$ cat src/rtl/led_sequencer_if.sv
// Control/status bundle between a register block (master) and one LED bank sequencer (slave).
interface led_sequencer_if #(
    parameter int unsigned N_LEDS  = 8,
    parameter int unsigned DELAY_W = 4
);
    logic [DELAY_W-1:0] delay;
    logic [1:0]         mode;
    logic               dir;
    logic               pause;
    logic               step;
    logic [N_LEDS-1:0]  led;
    logic               running;
    logic               tick;

    modport master (
        output delay, mode, dir, pause, step,
        input  led, running, tick
    );

    modport slave (
        input  delay, mode, dir, pause, step,
        output led, running, tick
    );
endinterface

$ cat src/rtl/led_sequencer.sv
// LED pattern engine: bounce/rotate/fill/blink over N_LEDS with a prescaled step timer,
// edge-triggered pause toggle and single-step while paused.
module led_sequencer #(
    parameter int unsigned N_LEDS  = 8,
    parameter int unsigned DELAY_W = 4,
    parameter int unsigned SHIFT   = 20
) (
    input  logic           clk,
    input  logic           reset,
    led_sequencer_if.slave bus
);
    localparam int unsigned CNT_W = DELAY_W + SHIFT;
    localparam int unsigned POS_W = (N_LEDS > 1) ? $clog2(N_LEDS) : 1;

    localparam logic [1:0] MODE_BOUNCE = 2'd0;
    localparam logic [1:0] MODE_ROTATE = 2'd1;
    localparam logic [1:0] MODE_FILL   = 2'd2;
    localparam logic [1:0] MODE_BLINK  = 2'd3;

    logic [CNT_W-1:0]  count_q, count_d;
    logic [POS_W-1:0]  pos_q, pos_d;
    logic              dn_q, dn_d;
    logic              running_q, running_d;
    logic [1:0]        mode_q, mode_d;
    logic              pause_q, step_q;
    logic [N_LEDS-1:0] led_q, led_d;
    logic              tick_q, tick_d;
    logic              advance;

    logic             pause_rise, step_rise;
    logic [CNT_W-1:0] reload;

    assign pause_rise = bus.pause & ~pause_q;
    assign step_rise  = bus.step & ~step_q;
    assign reload     = {bus.delay, {SHIFT{1'b0}}};

    // State register; pause/step are sampled during reset so a level held across reset is not an edge.
    always_ff @(posedge clk) begin
        if (reset) begin
            count_q   <= '0;
            pos_q     <= '0;
            dn_q      <= 1'b0;
            running_q <= 1'b1;
            mode_q    <= bus.mode;
            pause_q   <= bus.pause;
            step_q    <= bus.step;
            led_q     <= N_LEDS'(1);
            tick_q    <= 1'b0;
        end else begin
            count_q   <= count_d;
            pos_q     <= pos_d;
            dn_q      <= dn_d;
            running_q <= running_d;
            mode_q    <= mode_d;
            pause_q   <= bus.pause;
            step_q    <= bus.step;
            led_q     <= led_d;
            tick_q    <= tick_d;
        end
    end

    // Next state: mode change > pause rise > step rise > timer.
    always_comb begin
        count_d   = count_q;
        pos_d     = pos_q;
        dn_d      = dn_q;
        running_d = running_q;
        mode_d    = mode_q;
        tick_d    = 1'b0;
        advance   = 1'b0;

        if (bus.mode != mode_q) begin
            mode_d  = bus.mode;
            pos_d   = '0;
            dn_d    = 1'b0;
            count_d = '0;
        end else if (pause_rise) begin
            running_d = ~running_q;
        end else if (step_rise) begin
            advance = ~running_q;
        end else if (running_q) begin
            if (count_q == '0) begin
                count_d = reload;
                advance = 1'b1;
                tick_d  = 1'b1;
            end else begin
                count_d = count_q - CNT_W'(1);
            end
        end

        if (advance) begin
            case (mode_q)
                MODE_BOUNCE: begin
                    if (dn_q) begin
                        pos_d = pos_q - POS_W'(1);
                        if (pos_q == POS_W'(1)) dn_d = 1'b0;
                    end else begin
                        pos_d = pos_q + POS_W'(1);
                        if (pos_q == POS_W'(N_LEDS - 2)) dn_d = 1'b1;
                    end
                end
                MODE_ROTATE: begin
                    if (bus.dir) begin
                        pos_d = (pos_q == '0) ? POS_W'(N_LEDS - 1) : pos_q - POS_W'(1);
                    end else begin
                        pos_d = (pos_q == POS_W'(N_LEDS - 1)) ? '0 : pos_q + POS_W'(1);
                    end
                end
                MODE_FILL: begin
                    pos_d = (pos_q == POS_W'(N_LEDS - 1)) ? '0 : pos_q + POS_W'(1);
                end
                default: begin
                    pos_d = (pos_q == '0) ? POS_W'(1) : '0;
                end
            endcase
        end
    end

    // Pattern decode from the next mode/position so led lines up with tick.
    always_comb begin
        led_d = '0;
        case (mode_d)
            MODE_FILL: begin
                for (int i = 0; i < int'(N_LEDS); i++) led_d[i] = (POS_W'(i) <= pos_d);
            end
            MODE_BLINK: begin
                led_d = pos_d[0] ? '0 : '1;
            end
            default: begin
                for (int i = 0; i < int'(N_LEDS); i++) led_d[i] = (POS_W'(i) == pos_d);
            end
        endcase
    end

    assign bus.led     = led_q;
    assign bus.running = running_q;
    assign bus.tick    = tick_q;
endmodule

$ cat src/flat_wrapper.sv
// flat-port wrapper written by rule: the top's interface ports become plain ports
module led_sequencer_flat 
#(
    parameter int unsigned N_LEDS  = 8,
    parameter int unsigned DELAY_W = 4,
    parameter int unsigned SHIFT   = 20
)
  (clk, reset, bus_delay, bus_mode, bus_dir, bus_pause, bus_step, bus_led, bus_running, bus_tick);
  led_sequencer_if #(.N_LEDS(N_LEDS), .DELAY_W(DELAY_W)) bus_i ();
  input  logic clk;
  input  logic reset;
  input wire logic [$bits(bus_i.delay)-1:0] bus_delay;
  input wire logic [$bits(bus_i.mode)-1:0] bus_mode;
  input wire logic [$bits(bus_i.dir)-1:0] bus_dir;
  input wire logic [$bits(bus_i.pause)-1:0] bus_pause;
  input wire logic [$bits(bus_i.step)-1:0] bus_step;
  output wire logic [$bits(bus_i.led)-1:0] bus_led;
  output wire logic [$bits(bus_i.running)-1:0] bus_running;
  output wire logic [$bits(bus_i.tick)-1:0] bus_tick;
  assign bus_i.delay = bus_delay;
  assign bus_i.mode = bus_mode;
  assign bus_i.dir = bus_dir;
  assign bus_i.pause = bus_pause;
  assign bus_i.step = bus_step;
  assign bus_led = bus_i.led;
  assign bus_running = bus_i.running;
  assign bus_tick = bus_i.tick;
  led_sequencer #(.N_LEDS(N_LEDS), .DELAY_W(DELAY_W), .SHIFT(SHIFT)) u_core (.clk(clk), .reset(reset), .bus(bus_i));
endmodule
$ cat config.mk
export PLATFORM = sky130hd
export DESIGN_NAME = led_sequencer_flat
export DESIGN_NICKNAME = d
export VERILOG_FILES = /design/src/rtl/led_sequencer_if.sv /design/src/rtl/led_sequencer.sv /design/src/flat_wrapper.sv
export SDC_FILE = /design/constraint.sdc
export NUM_CORES = 1
export LEC_CHECK = 0
export CAP_MARGIN = 20
export CORE_UTILIZATION = 55
export CTS_CLUSTER_SIZE = 10
export DETAILED_ROUTE_END_ITERATION = 12
export GPL_ROUTABILITY_DRIVEN = 1
export GPL_TIMING_DRIVEN = 0
export PLACE_DENSITY_LB_ADDON = 0.1
export SETUP_SLACK_MARGIN = 0.02
export SLEW_MARGIN = 20
export SYNTH_ARGS = -nofsm -noshare
export SYNTH_HDL_FRONTEND = slang
export SYNTH_SLANG_ARGS = --single-unit
export TNS_END_PERCENT = 20
$ cat constraint.sdc
create_clock -name clk -period 3.1 [get_ports clk]
set_clock_uncertainty 0.2 [all_clocks]
set_input_delay 0.775 -clock clk [delete_from_list [all_inputs] [get_ports clk]]
set_output_delay 0.775 -clock clk [all_outputs]
set_load 0.01 [all_outputs]
==> Word-level counts from Yosys, hierarchy flattened <==
Cells that the tools add are included.
{ "op_classes": {"addsub": 3, "order_cmp": 8, "n_eq_ne": 15, "n_mux": 24, "bitwise": 8, "n_reduce_logical": 8} }
{ "ops": {"columns": ["op", "count"], "rows": [
  ["$logic_not 24->1", 1],
  ["$mux 24", 1],
  ["$sub 24x1->24 const B", 1],
  ["$mux 3", 6],
  ["$pmux 8 s2", 1],
  ["$eq 3x3->1 const A", 4],
  ["$le 3x3->1 const A", 4],
  ["$mux 1", 12],
  ["$pmux 3 s3", 1],
  ["$mux 8", 1],
  ["$eq 2x2->1 const B", 3],
  ["$eq 2x3->1 const A", 2],
  ["$eq 3x3->1 const B", 2],
  ["$le 1x3->1 const A", 2],
  ["$le 2x3->1 const A", 2],
  ["$logic_not 3->1", 2],
  ["$not 1->1", 6],
  ["$mux 2", 2],
  ["$reduce_or 4->1", 1],
  ["$add 3x1->3 const B", 1],
  ["$eq 1x3->1 const A", 1],
  ["$eq 3x1->1 const B", 1],
  ["$reduce_and 3->1", 1],
  ["$sub 3x1->3 const B", 1],
  ["other kinds (6)", 7]
]} }
{ "word_totals": {"reg_bits": 42, "in_bits": 11, "out_inout_bits": 10, "word_cells": 75} }

==> Longest topological paths before layout <==
{ "logic_depth": {"word_depth": 9, "mapped_depth": 9, "mapped_depth_nobuf": 8} }

==> Least setup slack after synthesis <==
No wires, ideal clock.
{ "synth_path": {"kind": "input to register", "startpoint": "input port bus_mode[0]", "endpoint": "register u_core.led_q[5] (netlist: u_core.bus.led[5])", "setup_time_ns": 0.079, "arrival_time_ns": 2.583, "required_ns": 2.821, "path_slack_ns": 0.238, "cell_stages": 7, "n_path_buf": 1, "path_cell_list": "clkbuf_1 > xnor2_1 > nand2_1 > a2111oi_0 > mux2i_1 > or4b_1 > o211ai_1"} }
{ "synth_via": {"elab_chain_cells": 5, "elab_cells_between_ends": 11, "classes_between": "order compare: 1; eq/ne: 4; mux: 6"} }
{ "synth_lines": {"columns": ["item", "line_no", "text"], "rows": [
  ["start: declaration", "flat_wrapper.sv:13", "input wire logic [$bits(bus_i.mode)-1:0] bus_mode;"],
  ["$ne 2x2->1", "led_sequencer.sv:72", "if (bus.mode != mode_q) begin"],
  ["$mux 3 or $mux 1 (tied branches)", "led_sequencer.sv:72", null],
  ["$mux 3", "led_sequencer.sv:91", "if (advance) begin"],
  ["$le 3x3->1 (tied with other cells)", "led_sequencer.sv:124", "for (int i = 0; i < int'(N_LEDS); i++) led_d[i] = (POS_W'(i) <= pos_d);"],
  ["$pmux 8 s2 (*)", "led_sequencer.sv:122", "case (mode_d)"],
  ["end signal: assignment", "led_sequencer.sv:57", "led_q <= led_d;"],
  ["end: declaration", "led_sequencer.sv:26", "logic [N_LEDS-1:0] led_q, led_d;"]
]} }
Mark *: on every way between the ends. The rest lies on a longest branch, timed or not.
A chain may end at the register's enable or synchronous reset.

==> Final worst setup path <==
{ "layout_path": {"startpoint": "input port bus_mode[1]", "endpoint": "register u_core.led_q[5] (netlist: u_core.bus.led[5])"} }
The elaborated chain is that of the path after synthesis.

==> metrics <==
Final min period=about 3000 ps; clock network fraction of design power=between 20% and 30%; number of flops mapped to enable cells by yosys=0; Port Buf Inserts=18; Pint=around 1100 µW; Seq/Total Area, Yosys=between 30% and 40%; slew margin rel.=approximately 65%; slowest stage cell, crit path=clkdlybuf4s50_1; crit start category=input pin; endpoint type of the worst setup path=flip-flop; Die Span X=between 60 and 70 µm; Total Power=approximately 1700 µW; Setup CP Type=in2reg; combinational power share=between 30% and 40%; CP required=roughly 3100 ps; post-synthesis cell area=around 2300 µm²; drt drc=0; Clock transition at path regs=roughly 80 ps; non-filler cells, final=between 300 and 400; IO Count=21; sequential share of power=35.7%; Initial Utilization=around 57%; Worst-Skew Late Latency=300 ps; Post-DP HPWL=about 3.6 mm; final setup vio count=0; share of layout cells above drive strength 1=around 11%; first-pass GRT wire length=7.73 mm; H-tree levels=2; max_cap viols=0; Die ar.=about 4400 µm²; Min-Delay Path Class=reg2reg; asr flop ratio synth=0%; RSZ-0062 raised after global routing=false; via count=2000; max frequency=about 330 MHz; initial DRC count=90; drt wl/cell=14.2 µm; drt via density=about 6; Multi-input gate area=~1400 µm²; Final Hold Fails=0; placed cell count=between 300 and 400; routability cong.=0.823; row count=23; Synthesized Nets=around 290; Mean Syn Cell Area=8.60 µm²; register area=842 µm²; CP Max Fanout=8; cell area power density=~640 nW/µm²; FF+latch count, synth=42; synthesized instance count=about 270; antenna violations before repair=0; vias in the first global route=1801; Static Leak=between 0.001 and 0.0015 µW; postcts setup bufs=0; Yosys warning total=0; crit share post-route=96.6%; slowest stage delay, CP=610 ps; most frequent cells in the layout=41 x nor2_1, 41 x dfxtp_1, 18 x clkdlybuf4s50_1, 15 x xnor2_1, 13 x nand2_1; Final #Nets=310; fin. max-slew vios=0; ys flop type=dfxtp_1; worst slew pin tran=517 ps; clock tree from TritonCTS=built; drt total wl=roughly 5 mm; CP Cell Sequence=clkdlybuf4s50_1 > xnor2_1 > nand2_1 > a2111oi_4 > mux2i_4 > or4b_1 > o211ai_1; post-route ant nets=0; worst vdd ir=roughly 0.00039 V; P&R area growth vs syn=18.4%; Arrival @ worst endpoint=a little over 3000 ps; run status=completed; design area=roughly 2700 µm²; Filler Cells Inserted=381; drt pass-1 iters=4; Netlist cell types=between 50 and 60; core box area=4000 µm²; antenna cell count=0; gr ovfl total=0; CTS Hold Buffers Added=0; TritonCTS buffer count=5; largest net degree at the start of global routing=14; root buffer cell=clkbuf_8; Sw Share=35.3%; Cell Area, Placed=about 2500 µm²; Total GRT Usage=between 20 and 25%; clk buf depth=2; Switch Pwr=~600 µW; Sink Count=42; Die Height=66.5 µm
worst max-delay path, delay by kind of cell:
family / cells / cell delay (ps)
and+or+nand+nor: 2 / 750
buffers and inverters: 1 / 610
AOI/OAI and AO/OA: 2 / 530
xor gates and xnor gates: 1 / 170
muxes: 1 / 170
state kept, by name, indices dropped and copies added (netlist names):
name and cells:
u_core.pause_q 1, u_core.step_q 1, u_core.bus.tick 1, u_core.count_q 24
u_core.pos_q 3, u_core.bus.led 8, u_core.dn_q 1, u_core.bus.running 1
u_core.mode_q 2
logic make-up (layout without fill, tap and decap cells):
group,after synthesis,after routing,synth area share [%]
xor+xnor,23,23,8.81
fa+ha+maj,8,8,4.38
buf+inv,24,50,4.49
flops,42,42,36.8
mux,4,4,1.97
compound gates,44,44,14.7
simple gates,121,121,28.9
cell usage after synthesis, drive strengths merged, types with 4 or more instances:
cell    number  area (µm²)
dfxtp       42         841
nor2        41         154
xnor2       15         131
nand2       13        48.8
inv         11        41.3
a211oi       8        70.1
a21oi        8        40.0
clkbuf       8        30.0
ha           8         100
nand3        8        40.0
xor2         8        70.1
nand2b       7        43.8
nand4        7        43.8
nor3         7        35.0
nor4         7        58.8
or3          7        43.8
or4          6        48.8
buf          5        31.3
nand3b       4        30.0
o21ai        4        20.0
power groups by stage:
stage                     registers [µW]  clock network [µW]  logic [µW]
final                                618                 424         688
after global routing                 624                 456         754
after CTS                            617                 437         648
after detailed placement             628                   0         638
after global placement               627                   0         627
after floorplan                      626                   0         505
stage by stage:
stage	utilization (%)	hold slack, ps	setup slack (ps)	TNS [ps]
6_report	67.7	320	107	0
5_1_grt	67.7	342	7.04	0
4_1_cts	66.2	329	0.130	0
3_5_place_dp	63.2	312	-445	-2050
3_3_place_gp	63.2	286	-479	-2110
2_1_floorplan	-	271	238	0
path summary, 6_finish.rpt:
check	from	endpoint	slack, ps	cells past startpoint
max	bus_mode[1]	u_core.bus.led[5]	110	7
min	u_core.dn_q	u_core.dn_q	320	1
max reg2reg	u_core.count_q[7]	u_core.bus.led[1]	170	8
min reg2reg	u_core.dn_q	u_core.dn_q	320	1
cell type report:
cell class | count | share of cell area [%]
Multi-Input combinational cell | 200 | 52.1
Clock buffer | 5 | 2.54
Clock inverter | 3 | 1.48
Inverter | 11 | 1.52
Timing Repair Buffer | 18 | 6.65
Buffer | 13 | 2.26
Tap cell | 50 | 2.31
Sequential cell | 42 | 31.1
what timing repair did:
action,in CTS,in global routing
gates cloned,0,0
pin swaps,0,1
resized for setup,3,10
setup endpoints to repair,2,7
routing by layer:
metal	track usage (%)	vias to the layer above	wire length, µm
met5	0	-	0
met2	42.0	41	2530
met4	7.45	0	46
li1	-	1009	-
met3	6.16	5	152
met1	26.3	945	2140
No activity file was read; power rests on OpenSTA's default activity.
